[config.mk]
export PLATFORM = sky130hd
export DESIGN_NAME = mem_access_unit
export DESIGN_NICKNAME = d
export VERILOG_FILES = /design/src/rtl/mips_pkg.sv /design/src/rtl/mem_lane_align.sv /design/src/rtl/mem_access_unit.sv
export SDC_FILE = /design/constraint.sdc
export NUM_CORES = 1
export LEC_CHECK = 0
export CELL_PAD_IN_SITES_DETAIL_PLACEMENT = 0
export CELL_PAD_IN_SITES_GLOBAL_PLACEMENT = 1
export CORE_ASPECT_RATIO = 0.8
export CORE_MARGIN = 3
export CORE_UTILIZATION = 35
export DETAILED_ROUTE_END_ITERATION = 10
export GPL_TIMING_DRIVEN = 0
export PLACE_DENSITY_LB_ADDON = 0.08
export SLEW_MARGIN = 20
export SYNTH_ARGS = -nofsm -noshare
export SYNTH_HDL_FRONTEND = slang
export SYNTH_HIERARCHICAL = 1
export SYNTH_SLANG_ARGS = --single-unit
export TNS_END_PERCENT = 30
[constraint.sdc]
create_clock -name clk -period 4.38 [get_ports clk]
set_clock_uncertainty 0.1 [all_clocks]
set_input_delay 1.095 -clock clk [delete_from_list [all_inputs] [get_ports clk]]
set_output_delay 1.095 -clock clk [all_outputs]
set_load 0.02 [all_outputs]
[src/rtl/mips_pkg.sv]
// Shared FSM state and encoding constants for the memory access unit.
// Pure declarations: no latency, no backpressure.
package mips_pkg;

    typedef enum logic [1:0] {
        ST_IDLE = 2'b00,
        ST_RD   = 2'b01,
        ST_WR   = 2'b10,
        ST_DONE = 2'b11
    } mau_state_e;

    localparam logic [1:0] MW_LOAD  = 2'b00;
    localparam logic [1:0] MW_BYTE  = 2'b01;
    localparam logic [1:0] MW_WORD  = 2'b10;
    localparam logic [1:0] MW_DWORD = 2'b11;

    localparam logic [1:0] LT_WORD_S = 2'b00;
    localparam logic [1:0] LT_BYTE_S = 2'b01;
    localparam logic [1:0] LT_BYTE_Z = 2'b10;
    localparam logic [1:0] LT_WORD_Z = 2'b11;

    // Word accesses need addr[1:0]==0, doubleword accesses need addr[2:0]==0.
    function automatic logic is_misaligned(
        input logic [1:0] memwrite,
        input logic       dtype,
        input logic [1:0] ltype,
        input logic [2:0] lo
    );
        logic is_word;
        logic is_dword;
        is_word  = (memwrite == MW_WORD) ||
                   ((memwrite == MW_LOAD) && !dtype &&
                    ((ltype == LT_WORD_S) || (ltype == LT_WORD_Z)));
        is_dword = (memwrite == MW_DWORD) || ((memwrite == MW_LOAD) && dtype);
        return (is_word && (lo[1:0] != 2'b00)) || (is_dword && (lo != 3'b000));
    endfunction

endpackage

[src/rtl/mem_lane_align.sv]
// Lane select/extend for loads and lane merge for stores, little-endian lanes.
// Purely combinational, zero latency, no backpressure.
module mem_lane_align
    import mips_pkg::*;
(
    input  logic [63:0] word_i,
    input  logic [2:0]  lane_i,
    input  logic [1:0]  memwrite_i,
    input  logic        dtype_i,
    input  logic [1:0]  ltype_i,
    input  logic [63:0] wdata_i,
    output logic [63:0] load_o,
    output logic [63:0] merge_o
);

    logic [7:0]  byte_sel;
    logic [31:0] word_sel;
    logic [63:0] ext;

    always_comb begin
        byte_sel = word_i[{lane_i, 3'b000} +: 8];
        word_sel = lane_i[2] ? word_i[63:32] : word_i[31:0];
        ext      = 64'd0;
        case (ltype_i)
            LT_WORD_S: ext = {{32{word_sel[31]}}, word_sel};
            LT_BYTE_S: ext = {{56{byte_sel[7]}}, byte_sel};
            LT_BYTE_Z: ext = {56'd0, byte_sel};
            LT_WORD_Z: ext = {32'd0, word_sel};
            default:   ext = 64'd0;
        endcase
        load_o = dtype_i ? word_i : ext;
    end

    always_comb begin
        merge_o = word_i;
        case (memwrite_i)
            MW_BYTE: merge_o[{lane_i, 3'b000} +: 8] = wdata_i[7:0];
            MW_WORD: begin
                if (lane_i[2]) merge_o[63:32] = wdata_i[31:0];
                else           merge_o[31:0]  = wdata_i[31:0];
            end
            MW_DWORD: merge_o = wdata_i;
            default:  merge_o = word_i;
        endcase
    end

endmodule

[src/rtl/mem_access_unit.sv]
// Load/store unit: 3-cycle load/doubleword store, 4-cycle read-modify-write, stalls on mem_ack.
// Alignment faulting is built only with MEM_ALIGN_CHECK_EN defined; req is ignored while busy.
module mem_access_unit
    import mips_pkg::*;
#(
    parameter int AW = 32,
    parameter int DW = 64
) (
    input  logic          clk,
    input  logic          reset,
    input  logic          req,
    input  logic [1:0]    memwrite,
    input  logic          dtype,
    input  logic [1:0]    ltype,
    input  logic [AW-1:0] addr,
    input  logic [DW-1:0] wdata,
    output logic [DW-1:0] rdata,
    output logic          busy,
    output logic          done,
    output logic          misalign,
    output logic          mem_req,
    output logic          mem_we,
    output logic [AW-1:0] mem_addr,
    output logic [DW-1:0] mem_wdata,
    input  logic [DW-1:0] mem_rdata,
    input  logic          mem_ack
);

    mau_state_e    state_q, state_d;
    logic [1:0]    mw_q, mw_d;
    logic          dtype_q, dtype_d;
    logic [1:0]    ltype_q, ltype_d;
    logic [AW-1:0] addr_q, addr_d;
    logic [DW-1:0] wdata_q, wdata_d;
    logic [DW-1:0] rword_q, rword_d;
    logic [DW-1:0] rdata_q, rdata_d;
    logic          mis_q, mis_d;
    logic          fault;
    logic [DW-1:0] lane_word;
    logic [DW-1:0] lane_load;
    logic [DW-1:0] lane_merge;

`ifdef MEM_ALIGN_CHECK_EN
    always_comb fault = is_misaligned(memwrite, dtype, ltype, addr[2:0]);
`else
    always_comb fault = 1'b0;
`endif

    // Loads extract straight from the bus; the RMW merge works on the latched word.
    assign lane_word = (state_q == ST_RD) ? mem_rdata : rword_q;

    mem_lane_align u_lane (
        .word_i     (lane_word),
        .lane_i     (addr_q[2:0]),
        .memwrite_i (mw_q),
        .dtype_i    (dtype_q),
        .ltype_i    (ltype_q),
        .wdata_i    (wdata_q),
        .load_o     (lane_load),
        .merge_o    (lane_merge)
    );

    always_ff @(posedge clk) begin
        if (reset) state_q <= ST_IDLE;
        else       state_q <= state_d;
    end

    always_comb begin
        state_d = state_q;
        case (state_q)
            ST_IDLE: begin
                if (req) begin
                    if (fault)                      state_d = ST_DONE;
                    else if (memwrite == MW_DWORD)  state_d = ST_WR;
                    else                            state_d = ST_RD;
                end
            end
            ST_RD: begin
                if (mem_ack) state_d = (mw_q == MW_LOAD) ? ST_DONE : ST_WR;
            end
            ST_WR: begin
                if (mem_ack) state_d = ST_DONE;
            end
            ST_DONE: state_d = ST_IDLE;
            default: state_d = ST_IDLE;
        endcase
    end

    always_ff @(posedge clk) begin
        if (reset) begin
            mw_q    <= MW_LOAD;
            dtype_q <= 1'b0;
            ltype_q <= LT_WORD_S;
            addr_q  <= '0;
            wdata_q <= '0;
            rword_q <= '0;
            rdata_q <= '0;
            mis_q   <= 1'b0;
        end else begin
            mw_q    <= mw_d;
            dtype_q <= dtype_d;
            ltype_q <= ltype_d;
            addr_q  <= addr_d;
            wdata_q <= wdata_d;
            rword_q <= rword_d;
            rdata_q <= rdata_d;
            mis_q   <= mis_d;
        end
    end

    always_comb begin
        mw_d    = mw_q;
        dtype_d = dtype_q;
        ltype_d = ltype_q;
        addr_d  = addr_q;
        wdata_d = wdata_q;
        rword_d = rword_q;
        rdata_d = rdata_q;
        mis_d   = 1'b0;
        case (state_q)
            ST_IDLE: begin
                if (req) begin
                    mw_d    = memwrite;
                    dtype_d = dtype;
                    ltype_d = ltype;
                    addr_d  = addr;
                    wdata_d = wdata;
                    mis_d   = fault;
                end
            end
            ST_RD: begin
                if (mem_ack) begin
                    rword_d = mem_rdata;
                    if (mw_q == MW_LOAD) rdata_d = lane_load;
                end
            end
            default: ;
        endcase
    end

    always_comb begin
        busy      = (state_q != ST_IDLE);
        done      = (state_q == ST_DONE);
        misalign  = mis_q;
        mem_req   = (state_q == ST_RD) || (state_q == ST_WR);
        mem_we    = (state_q == ST_WR);
        mem_addr  = {addr_q[AW-1:3], 3'b000};
        mem_wdata = (state_q == ST_WR) ? lane_merge : '0;
        rdata     = rdata_q;
    end

endmodule

==> metrics.md <==
| Metric | Value |
|---|---|
| Worst Hold Launch | addr_q[18] |
| Dominant cell type by area after synthesis | dfxtp_1 |
| Leak | ~7 nW |
| NetSw | about 3.7 mW |
| Final net count | 2207 |
| Skew-Pair Late Insertion Delay | 550 ps |
| Worst hold path class | reg -> reg |
| Root buffer cell | clkbuf_16 |
| Seq/Total Area, Yosys | about 37% |
| Final slew viol count | 0 |
| Pwr Density | 517 mW/mm2 |
| H-tree depth | 1 |
| Critical Path Start | addr_q[2] |
| Synth Instances | 1655 |
| WHS | 352 ps |
| Mean post-synth cell area | 7.57 um2 |
| Largest net degree at the start of global routing | 14 |
| Number of synthesized flops with an enable pin | 0 |
| Reg2Reg Depth | 12 |
| Clock buffer count from CTS | 28 |
| R2r setup slk | ~870 ps |
| RSZ-0062 raised after global routing | yes |
| Share of cells above drive strength 1 | 16.9% |
| Met2 Track Usage GR | 42.7% |
| First-pass GRT wire length | 78600 um |
| Fin crit period | 4350 ps |
| Utilization after layout | 50.4% |
| Commonest non-fill, non-tap cell in the layout | nand2_1 |
| CP Class | reg -> out |
| Initial antenna violation count | 4 |
| Clk pin slew, worst setup/hold paths | 60 ps |
| Via Count | between 10000 and 15000 |
| FF+latch count, synth | 231 |
| Worst-path fanout max | 10 |
| Worst r2r dst | rdata[32] |
| Total grt overflow | 0 |
| Pwr Total | 9.13 mW |
| Async set-or-reset flop fraction in the synthesized netlist | 0% |
| Clock tree buffer depth | 3 |
| Final std cells w/o fill | 2519 |
| Comb pwr share | 45.7% |
| FMAX | 230 MHz |
| DRT iter0 DRCs | 1219 |
| Number of I/O port buffers | 328 |
| Die height | around 180 um |
| Dpl hpwl | ~42000 um |
| Post-synthesis cell type count | 59 |
| Area contributors post-synth | dfxtp_1 (37%), nand2_1 (18%), a21oi_1 (9.3%), mux2_2 (7.7%), and2_1 (3.4%) |
| Post-Route WL | approximately 54000 um |
| Area grow syn2layout | 41.0% |
| Fin crit share | between 90% and 100% |
| Die W | around 220 um |
| Final setup viols | 0 |
| Relative slew slack | 32.0% |
| Arrival time worst endpoint | 3160 ps |
| Top_reg_cell synth | dfxtp_1 |
| Status | complete, no violations |
| Hold path endpoint | addr_q[18] |
| CP required | 3180 ps |
| Clk sink count | 231 |
| Worst r2r src | state_q[1] |
| Endpoint class of the critical path | output pin |
| GP Congestion | roughly 0.9 |
| Post-synth top area share | approximately 37% |
| Hold Buf Count CTS | 0 |
| Most Used Layer, Global Route | met2 |
| Initial Util | a little over a third |
| Final hold vios | 0 |
| Switching share of power | around two fifths |
| Met3 GRT Util | under 10% |
| DIE AREA | around 0.038 mm2 |
| Vias in the first global route | 13000 |
| Number of inserted diodes | 0 |
| Maxcap violations | 0 |
| Cell Rows | 61 |
| Post-Synthesis Cell Area | around 0.013 mm2 |
| Tot GR Track Use | about 27% |
| Post-route ant nets | 0 |
| Seq pwr share | 28.9% |
| # fillers | 3456 |
| Number of I/O pins | 334 |
| CTS tree | yes |
| Clk network pwr share | 25.4% |
| Drt via density | around 5.3 |
| Commonest cells after routing, fill and taps aside | nand2_1 (602), clkdlybuf4s50_1 (264), a21oi_1 (232) |
| Hold Path Depth | 2 |
| Peak VDD IR | 0.266 mV |
| Ys Warns | 6 |
| Dpl cells | around 2500 |
| Core Box Area | 0.0350 mm2 |
| Drt wl/cell | 21.3 um |
| Actual slew at the worst max-slew pin | 1020 ps |
| Initial DRT Pass Iterations | 6 |
| Cell Int Power | 5.47 mW |
| DRC | 0 |
| CP Launch Type | flip-flop |
| Met1 Usage GRT | 37.2% |
-- worst max-delay path, cell delays in order (launching register included) --
cell             delay (ps)
dfxtp_4                 380
buf_8                   150
buf_12                  150
clkinvlp_4              150
ha_1                    240
or2_4                   260
or2_2                   330
nor3_4                  290
a221o_1                 200
and2_1                  170
clkdlybuf4s15_2         280
-- synthesized netlist by cell type, types with 2 or more instances --
cell type	number
nand2_1	602
a21oi_1	232
dfxtp_1	231
mux2_2	86
and2_1	69
clkbuf_1	56
buf_2	50
a22oi_1	39
buf_4	35
a221o_1	33
o21ai_0	21
inv_1	20
a22o_1	19
nor2_1	19
buf_1	16
a222oi_1	15
nor2b_1	13
ha_1	12
buf_6	11
a2bb2oi_1	8
a211o_1	7
mux4_2	7
nor3_1	5
mux2i_1	4
a32oi_1	3
nand2b_1	3
or2_2	3
a21o_1	2
a22oi_2	2
a31oi_1	2
nand3_1	2
-- cell type report --
type / count / area, um2 / area share (%)
buffer: 166 / 963 / 5.45
inverter: 21 / 90.1 / 0.510
tap: 472 / 591 / 3.34
sequential: 231 / 4640 / 26.2
clock inverter: 9 / 81.3 / 0.460
timing repair buffer: 341 / 3340 / 18.9
multi-input combinational: 1237 / 7130 / 40.4
clock buffer: 42 / 835 / 4.72
-- worst max-delay path by stage --
stage	to	slack, ps	cells after the start
after floorplan	mem_wdata[19]	150	12
final	mem_wdata[51]	30	10
after CTS	mem_wdata[11]	0.2	13
after global placement	mem_wdata[22]	-1410	13
after detailed placement	mem_wdata[22]	-1420	13
after global routing	mem_wdata[51]	-50	10
-- timing repair --
item | 4_1_cts | 5_1_grt
gates resized for setup | 243 | 49
setup buffers | 8 | 4
endpoints found under the setup margin | 64 | 64
pin swaps | 9 | 17
gates cloned | 0 | 1
-- metal layers --
layer	vias to the layer above	part of all wire [%]	routed length [um]
met5	-	0.056	30
met4	6	2.2	1150
met3	82	9.7	5180
met2	593	44	23500
met1	6317	44	23700
li1	6344	-	-
-- per-stage QoR --
step           cell area [um2]  setup TNS (ps)  setup slack [ps]
5_1_grt                  17700            -262             -50.8
2_1_floorplan            12500               0               148
4_1_cts                  17600               0             0.203
3_3_place_gp             16400          -65530             -1410
3_5_place_dp             16400          -65190             -1420
6_report                 17700               0              27.2
-- logic make-up after synthesis --
kind of cell / Yosys count / synth area share, %
AOI/OAI and AO/OA: 394 / 20.1
xor gates and xnor gates: 1 / 0.0699
and+or+nand+nor: 728 / 24.3
other: 1 / 0.0299
DFF: 231 / 36.9
adders and majority gates: 12 / 1.20
muxes: 98 / 9.43
buffers and inverters: 190 / 7.91
-- state kept, by name, summed over array words and instances (netlist names) --
| signal | count |
|---|---|
| addr_q | 32 |
| wdata_q | 64 |
| ltype_q | 2 |
| rdata | 64 |
| state_q | 2 |
| mw_q | 2 |
| dtype_q | 1 |
| rword_q | 64 |
-- power groups by stage --
stage / Sequential, mW / Clock [mW] / Combinational [mW]
6_report: 2.64 / 2.32 / 4.17
3_5_place_dp: 2.67 / 0 / 3.97
2_1_floorplan: 2.63 / 0 / 2.49
3_3_place_gp: 2.66 / 0 / 3.94
5_1_grt: 2.67 / 2.44 / 4.47
4_1_cts: 2.63 / 2.37 / 4.04
Power figures use the tool's default switching activity.
